**src/rtl/tri_plat_crd_rcv.sv**
```systemverilog
// rtl/tri_plat_crd_rcv.sv - credit-returning receive FIFO at the end of a tri_plat staged path
`ifndef NCLK_WIDTH
`define NCLK_WIDTH 2
`endif

module tri_plat_crd_rcv #(
    parameter int WIDTH  = 1,
    parameter int OFFSET = 0,
    parameter int DEPTH  = 4
) (
    inout  wire                               vd,
    inout  wire                               gd,
    input  logic [0:`NCLK_WIDTH-1]            nclk,
    input  logic                              flush,
    input  logic                              in_val,
    input  logic [OFFSET:OFFSET+WIDTH-1]      in_data,
    output logic                              out_val,
    output logic [OFFSET:OFFSET+WIDTH-1]      out_data,
    input  logic                              out_take,
    output logic                              crd_rtn,
    output logic [$clog2(DEPTH+1)-1:0]        occ,
    output logic                              err_ovf
);
    localparam int OW = $clog2(DEPTH + 1);
    localparam int AW = $clog2(DEPTH);
    localparam int PW = $clog2(DEPTH + 2);
    localparam logic [OW-1:0] DEPTH_O  = OW'(DEPTH);
    localparam logic [AW-1:0] LAST_PTR = AW'(DEPTH - 1);

    logic clk;
    logic rst;
    assign clk = nclk[0];
    assign rst = nclk[1];

    // Power pins and spare clock bits carry no logic.
    wire unused_ok = &{1'b0, vd, gd, nclk};

    logic [OFFSET:OFFSET+WIDTH-1] mem [DEPTH];
    logic [AW-1:0] rd_ptr;
    logic [AW-1:0] wr_ptr;
    logic [PW-1:0] pend;

    logic          pop;
    logic          push;
    logic          ovf;
    logic [PW-1:0] discard;
    logic [PW-1:0] pend_next;
    logic [OW-1:0] occ_next;
    logic [AW-1:0] rd_ptr_inc;
    logic [AW-1:0] wr_ptr_inc;

    assign out_val  = (occ != '0) & ~flush;
    assign out_data = mem[rd_ptr];
    assign crd_rtn  = (pend != '0);

    assign pop  = out_take & out_val;
    // A full FIFO can still accept when the head leaves the same cycle.
    assign push = ~flush & in_val & ((occ != DEPTH_O) | pop);
    assign ovf  = ~flush & in_val & (occ == DEPTH_O) & ~pop;

    assign discard   = PW'(occ) + PW'(in_val);
    assign pend_next = pend - PW'(pend != '0) + PW'(pop) + (flush ? discard : '0);
    assign occ_next  = occ + OW'(push) - OW'(pop);

    assign rd_ptr_inc = (rd_ptr == LAST_PTR) ? '0 : rd_ptr + AW'(1);
    assign wr_ptr_inc = (wr_ptr == LAST_PTR) ? '0 : wr_ptr + AW'(1);

    always_ff @(posedge clk or posedge rst) begin
        if (rst) begin
            occ     <= '0;
            rd_ptr  <= '0;
            wr_ptr  <= '0;
            pend    <= '0;
            err_ovf <= 1'b0;
        end else begin
            pend <= pend_next;
            if (ovf) begin
                err_ovf <= 1'b1;
            end
            if (flush) begin
                occ    <= '0;
                rd_ptr <= '0;
                wr_ptr <= '0;
            end else begin
                occ <= occ_next;
                if (pop) begin
                    rd_ptr <= rd_ptr_inc;
                end
                if (push) begin
                    wr_ptr <= wr_ptr_inc;
                end
            end
        end
    end

    always_ff @(posedge clk) begin
        if (push) begin
            mem[wr_ptr] <= in_data;
        end
    end

endmodule

```
**config.mk**
```make
export PLATFORM = sky130hd
export DESIGN_NAME = tri_plat_crd_rcv
export DESIGN_NICKNAME = d
export VERILOG_FILES = /design/src/rtl/tri_plat_crd_rcv.sv
export SDC_FILE = /design/constraint.sdc
export NUM_CORES = 1
export LEC_CHECK = 0
export BUFFER_PORTS_ARGS = -buffer_cell sky130_fd_sc_hd__clkbuf_2
export CORE_ASPECT_RATIO = 0.9
export CORE_MARGIN = 5
export CORE_UTILIZATION = 45
export DETAILED_ROUTE_END_ITERATION = 10
export PLACE_DENSITY = 0.66
export RECOVER_POWER = 25
export SETUP_SLACK_MARGIN = 0.02
export SYNTH_ARGS = -nofsm -noshare
export SYNTH_HDL_FRONTEND = slang
export SYNTH_SLANG_ARGS = --single-unit
```
**constraint.sdc**
```tcl
create_clock -name nclk -period 3.9 [get_ports nclk]
set_clock_uncertainty 0.2 [all_clocks]
set_input_delay 0 -clock nclk [delete_from_list [all_inputs] [get_ports nclk]]
set_output_delay 0 -clock nclk [all_outputs]
set_load 0.02 [all_outputs]
```
==> results_dict.tcl, run 1 <==
set metrics [dict create \
    clock_power_share 0.266 \
    min_path_cells 2 \
    max_freq_mhz 342 \
    rows 15 \
    arrival_ns 2.93 \
    die-area_um2 3100 \
    slew_headroom 0.675 \
    grt-ovfl-total 0 \
    io_pins 15 \
    whs_ns 0.315 \
    min_from "in_data" \
    synth_cell_types 23 \
    grt_start_max_net_pins 14 \
    layout_commonest_cell "inv_1" \
    layout_common_cells "24 x inv_1, 11 x ha_1, 11 x dfrtp_1" \
    rsz0062_at_grt "false" \
    cp.required_ns 3.91 \
    setup_viol 0 \
    drt-total-wl_um 1570 \
    p_sw_uw 367 \
    clkTransAtPathRegs_ns 0.09 \
    end_kind "flop" \
    crit_slowest_cell "dfrtp_1" \
    num_vias 650 \
    antenna_cells 0 \
    vias_per_cell 4.71 \
    max_stage_delay_ns 0.50 \
    synth_nets 102 \
    tritoncts "built" \
    timing.final.hold_violations 0 \
    synth_edf_count 4 \
    start_kind "flop" \
    fin_util 0.590 \
    untimed_endpoints 2 \
    wire_per_inst_um 11.3 \
    synth_ff_type "dfrtp_1" \
    initial_core_util 0.481 \
    reg2reg_slack_ns 0.97 \
    avgSynthCellArea_um2 11.7 \
    grt_usage 0.140 \
    die_w_um 58.1 \
    period_needed_ns 2.93 \
    synth_cells 80 \
    design.core.area_um2 1950 \
    ys_async_sr_fraction 0.733 \
    post_dp_cell_area_um2 1020 \
    crit_fanout 7 \
    path_class "reg -> reg" \
    area_delta_synth_final_pct 22.8 \
    status "complete, no violations" \
    min_path_type "in -> reg" \
    die_h_um 53.3 \
    fin_tns_setup_ns 0 \
    grt_pass1_wl_um 3050 \
    comb_power_share 0.436 \
    p_seq_frac 0.298 \
    slew_viol_final 0 \
    r2r_end "pend[2]" \
    drt-initial-drc-count 0 \
    drv_cap 0 \
    drt_first_pass_iters 1 \
    ys_seq_elements 15 \
    seq_area_frac_synth 0.421 \
    dpl_worst_slack_ns 1.00 \
    ant_nets 0 \
    crit_start "occ[1]" \
    leakagePower_nw 0.589 \
    clock_latency_ns 0.28 \
    yosysWarnings 0 \
    worstReg2RegStart "occ[1]" \
    nets 135 \
    cp_cell_sequence "nor3_1 -> nor3_2 -> inv_1 -> ha_1 -> inv_1 -> fa_1 -> fa_1 -> xnor2_1 -> xnor2_1 -> xnor2_1" \
    globalplace.congestion 0.751 \
    period_share 0.751 \
    grt_pass1_vias 815 \
    peakVddDrop_mv 0.390 \
    drc_errors 0 \
    crit_top_cell "xnor2_1" \
    place_hpwl_um 1140 \
    p_per_area_nw_per_um2 713 \
    fin_ws_ns 0.973 \
    tightest_slew_ns 0.484 \
    syn-cell-area_um2 938 \
    r2r_cells 10 \
    p_int_uw 455 \
    drive_above_1_share 0.159 \
    fin_area_um2 1150 \
    swShare 0.446 \
    hold_end "mem[2]" \
    io_buffer_count 11 \
    antenna_found_initial 0 \
]
-- cell families after synthesis --
| logic type | count (synthesis) | share of synthesized area |
|---|---|---|
| AND/OR/NAND/NOR | 25 | 0.175 |
| buffers and inverters | 14 | 0.0573 |
| XOR/XNOR | 5 | 0.0467 |
| flip-flops | 15 | 0.421 |
| AO/OA/AOI/OAI | 4 | 0.0333 |
| adder cells (fa/ha/maj) | 14 | 0.211 |
| multiplexers | 3 | 0.0560 |
-- critical path: cells and delay by family, from the launching register on --
family                     cells  cell delay (ns)
xor gates and xnor gates       3             0.50
adders and majority gates      3             0.93
buffers and inverters          2             0.15
DFF                            1             0.50
and+or+nand+nor                2             0.57
-- per-stage QoR --
stage	cells	total power [mW]
after floorplan	80	0.553
after global placement	115	0.629
after detailed placement	115	0.643
after CTS	138	0.853
after global routing	138	0.929
final	138	0.822
-- metal layers --
metal / wire length (um) / track usage / up-vias / share of wire
met5: 0 / 0 / - / 0
met1: 665 / 0.129 / 301 / 0.42
met2: 729 / 0.195 / 18 / 0.47
li1: - / - / 327 / -
met4: 22 / 0.108 / 0 / 0.014
met3: 148 / 0.122 / 4 / 0.095
-- area by class of cell --
class	count	area [um^2]
clock buffer	7	48.8
clock inverter	12	45.0
fill	189	800
inverter	12	45.0
multi-input combinational	51	489
sequential	15	395
tap	25	31.3
timing repair buffer	16	97.6
-- synth_stat cells, types with 2 or more instances --
master    count  area share
dfrtp_1      11        0.29
or3_1         2       0.013
fa_1          3       0.064
mux2_4        2       0.032
inv_1        13       0.052
nand2_1       3       0.012
o211ai_1      2       0.016
xor2_1        2       0.019
and2_1        6       0.040
xnor2_1       3       0.028
ha_1         11        0.15
nor2_1        6       0.024
nor2b_1       2       0.013
nor3_1        2       0.011
edfxtp_1      4        0.13
-- how the worst max path moves through the flow --
| stage | slack [ns] | end | cells past startpoint |
|---|---|---|---|
| global route | 0.72 | pend[2] | 10 |
| global placement | 1.02 | pend[2] | 10 |
| CTS | 0.95 | pend[2] | 10 |
| detailed placement | 1.00 | pend[2] | 10 |
| finish | 0.97 | pend[2] | 10 |
| floorplan | 1.12 | pend[2] | 10 |
-- power groups by stage --
stage / Combinational [mW] / Sequential (mW) / Clock (mW)
2_1_floorplan: 0.260 / 0.258 / 0.0350
3_3_place_gp: 0.345 / 0.249 / 0.0350
3_5_place_dp: 0.359 / 0.249 / 0.0350
4_1_cts: 0.374 / 0.246 / 0.234
5_1_grt: 0.411 / 0.253 / 0.265
6_report: 0.359 / 0.245 / 0.218
-- registers in the layout (all words and copies together) (netlist names) --
| register | flops |
|---|---|
| pend | 3 |
| mem | 4 |
| occ | 3 |
| wr_ptr | 2 |
| rd_ptr | 2 |
| err_ovf | 1 |
-- what timing repair did --
item                                   4_1_cts  5_1_grt
buffers inserted                             0        0
gates resized for setup                      0        0
endpoints found under the hold margin       11        0
hold buffers                                 5        0
No activity file was read; power rests on OpenSTA's default activity.
==> inputs of run 2 (changes only) <==
--- a/config.mk
+++ b/config.mk
@@ -5,6 +5,7 @@
 export SDC_FILE = /design/constraint.sdc
 export NUM_CORES = 1
 export LEC_CHECK = 0
+export ABC_AREA = 1
 export BUFFER_PORTS_ARGS = -buffer_cell sky130_fd_sc_hd__clkbuf_2
 export CORE_ASPECT_RATIO = 0.9
 export CORE_MARGIN = 5
==> constraint.sdc (replaced) <==
create_clock -name nclk -period 2.88 [get_ports nclk]
set_clock_uncertainty 0.2 [all_clocks]
set_input_delay 0 -clock nclk [delete_from_list [all_inputs] [get_ports nclk]]
set_output_delay 0 -clock nclk [all_outputs]
set_load 0.02 [all_outputs]
==> run 2 against run 1 <==
Clock power is 39% higher. Highest routed layer unchanged. Worst hold slack got worse by 0.023 ns. Count of clock-buffer cells in the layout down 1. Area after synthesis up 2.4%.
==> results_dict.tcl, run 2 <==
set metrics [dict create \
    slew_viol_final 0 \
    cp.required_ns 2.85 \
    area_delta_synth_final_pct 23.0 \
    power_mw 1.09 \
    design.core.area_um2 1970 \
    antenna_found_initial 0 \
    ys_seq_elements 15 \
    synth_ff_type "dfrtp_1" \
    leakagePower_nw 0.645 \
    drc_errors 0 \
    vias_per_cell 4.62 \
    die_w_um 58.7 \
    ys_async_sr_fraction 0.733 \
    fin_tns_setup_ns 0 \
    tightest_slew_ns 0.308 \
    synthSimpleGateAreaFrac 0.201 \
    layout_common_cells "30 x inv_1, 18 x nand2_1, 11 x ha_1" \
    drv_cap 0 \
    grt_pass1_wl_um 3150 \
    clock_latency_ns 0.28 \
    synth_cells 101 \
    slew_headroom 0.794 \
    rsz0062_at_grt "false" \
    synthAdderAreaFrac 0.206 \
    initial_core_util 0.488 \
    grt_usage 0.145 \
    grt_pass1_vias 792 \
    top_regs "mem (4), occ (3), pend (3)" \
    die_h_um 53.8 \
    arrival_ns 2.66 \
    drt-initial-drc-count 13 \
    synth_nets 123 \
    largest_reg_flops 4 \
    muxShareOfSynthArea 0 \
    period_needed_ns 2.68 \
    peakVddDrop_mv 0.592 \
    antenna_cells 0 \
    wl_met1_um 816 \
    grt-ovfl-total 0 \
    synth-xor-area-share 0.0273 \
    start_kind "flop" \
    min_path_type "reg -> reg" \
    io_buffer_count 11 \
    ant_nets 0 \
    num_vias 739 \
    synth_top_area_cell "dfrtp_1" \
    avgSynthCellArea_um2 9.51 \
    synth_top_area_share 0.286 \
    synth_cell_types 23 \
    globalplace.congestion 0.703 \
    synth_compound_area_frac 0.0508 \
    netlist_top_cells_area "dfrtp_1 29%, ha_1 14%, edfxtp_1 13%, inv_1 7.4%, nand2_1 7.0%" \
    drt_first_pass_iters 6 \
    syn-cell-area_um2 961 \
    tritoncts "built" \
    fin_ws_ns 0.196 \
    top_layer "met4" \
    die-area_um2 3160 \
    top_register "mem" \
    p_per_area_nw_per_um2 923 \
    synth_edf_count 4 \
    layout_commonest_cell "inv_1" \
    fin_util 0.600 \
    dpl_worst_slack_ns 0.196 \
    period_share 0.932 \
    yosysWarnings 0 \
    wire_per_inst_um 10.9 \
    status "complete, no violations" \
    grt_start_max_net_pins 10 \
    clkTransAtPathRegs_ns 0.10 \
    nets 157 \
    rows 15 \
    max_freq_mhz 373 \
    place_hpwl_um 1240 \
    fillers 190 \
    timing.final.hold_violations 0 \
    synth_top_family_by_area "adder cells" \
    path_class "reg -> reg" \
    untimed_endpoints 2 \
    drive_above_1_share 0.200 \
    netlist_top_cells_count "19 x inv_1, 18 x nand2_1, 11 x dfrtp_1, 11 x ha_1, 6 x nor2_1" \
    crit_fanout 6 \
    seq_area_frac_synth 0.411 \
    setup_viol 0 \
    wl_met2_um 748 \
    io_pins 15 \
    wl_met3_um 134 \
    synth.most_common_cell "inv_1" \
    end_kind "flop" \
    drt-total-wl_um 1740 \
]
[run 2: changes by cell type after synthesis, sizes merged, moves of 4 or more]
cell | before | now
and2 | 6 | 0
nor2 | 6 | 10
nand3 | 1 | 6
inv | 13 | 23
nand2 | 3 | 19
[run 2: area by class of cell]
| type | count | area (um^2) | share of cell area |
|---|---|---|---|
| Clock buffer | 6 | 45.0 | 0.0381 |
| Clock inverter | 13 | 50.0 | 0.0423 |
| Inverter | 22 | 85.1 | 0.0720 |
| Multi-Input combinational cell | 62 | 465 | 0.394 |
| Sequential cell | 15 | 397 | 0.335 |
| Tap cell | 25 | 31.3 | 0.0265 |
| Timing Repair Buffer | 17 | 109 | 0.0921 |
[run 2: critical path: stages, from the launching register on]
cell	delay, ns
dfrtp_1	0.49
inv_2	0.06
nand2_1	0.08
nand3_2	0.10
ha_1	0.31
inv_1	0.05
fa_1	0.42
fa_1	0.39
xnor2_1	0.19
inv_1	0.06
nand2_1	0.08
nand2_1	0.05
nand2_1	0.05
nand2_1	0.05
[run 2: report_power, final]
group | switching (mW) | internal [mW] | total (mW)
clock | 0.181 | 0.122 | 0.303
sequential | 0.0618 | 0.257 | 0.319
combinational | 0.279 | 0.192 | 0.470
total | 0.521 | 0.570 | 1.09
[run 2: cells by family after synthesis]
family / after synthesis
AND/OR/NAND/NOR: 38
buffers and inverters: 24
flip-flops: 15
adder cells (fa/ha/maj): 14
AO/OA/AOI/OAI: 7
XOR/XNOR: 3
[run 2: metal layers]
metal  GRT usage  vias up
met1       0.158      327
met4       0.140        0
met2       0.191       20
met5           0        -
li1            -      386
met3      0.0863        6
[run 2: repair_timing]
action                     4_1_cts  5_1_grt
buffers inserted                 0        0
hold endpoints to repair        12        0
hold buffers                     6        0
resized for setup                0        1
setup endpoints to repair        0        1
[run 2: path summary, 6_finish.rpt]
check,startpoint,end,slack (ns),depth (start not counted)
min in group asynchronous,nclk[1],rd_ptr[0],0.96,3
worst max register to register,occ[2],pend[2],0.20,13
max in group asynchronous,nclk[1],occ[1],1.41,3
worst max-delay path,occ[2],pend[2],0.20,13
worst min-delay path,err_ovf,err_ovf,0.29,1
worst min register to register,err_ovf,err_ovf,0.29,1
[run 2: per-stage QoR]
step	area, um^2	instances	hold slack, ns
CTS	1190	160	0.262
floorplan	961	101	-0.101
finish	1180	160	0.291
detailed placement	1040	136	0.0231
global route	1180	160	0.326
global placement	1040	136	0.0194
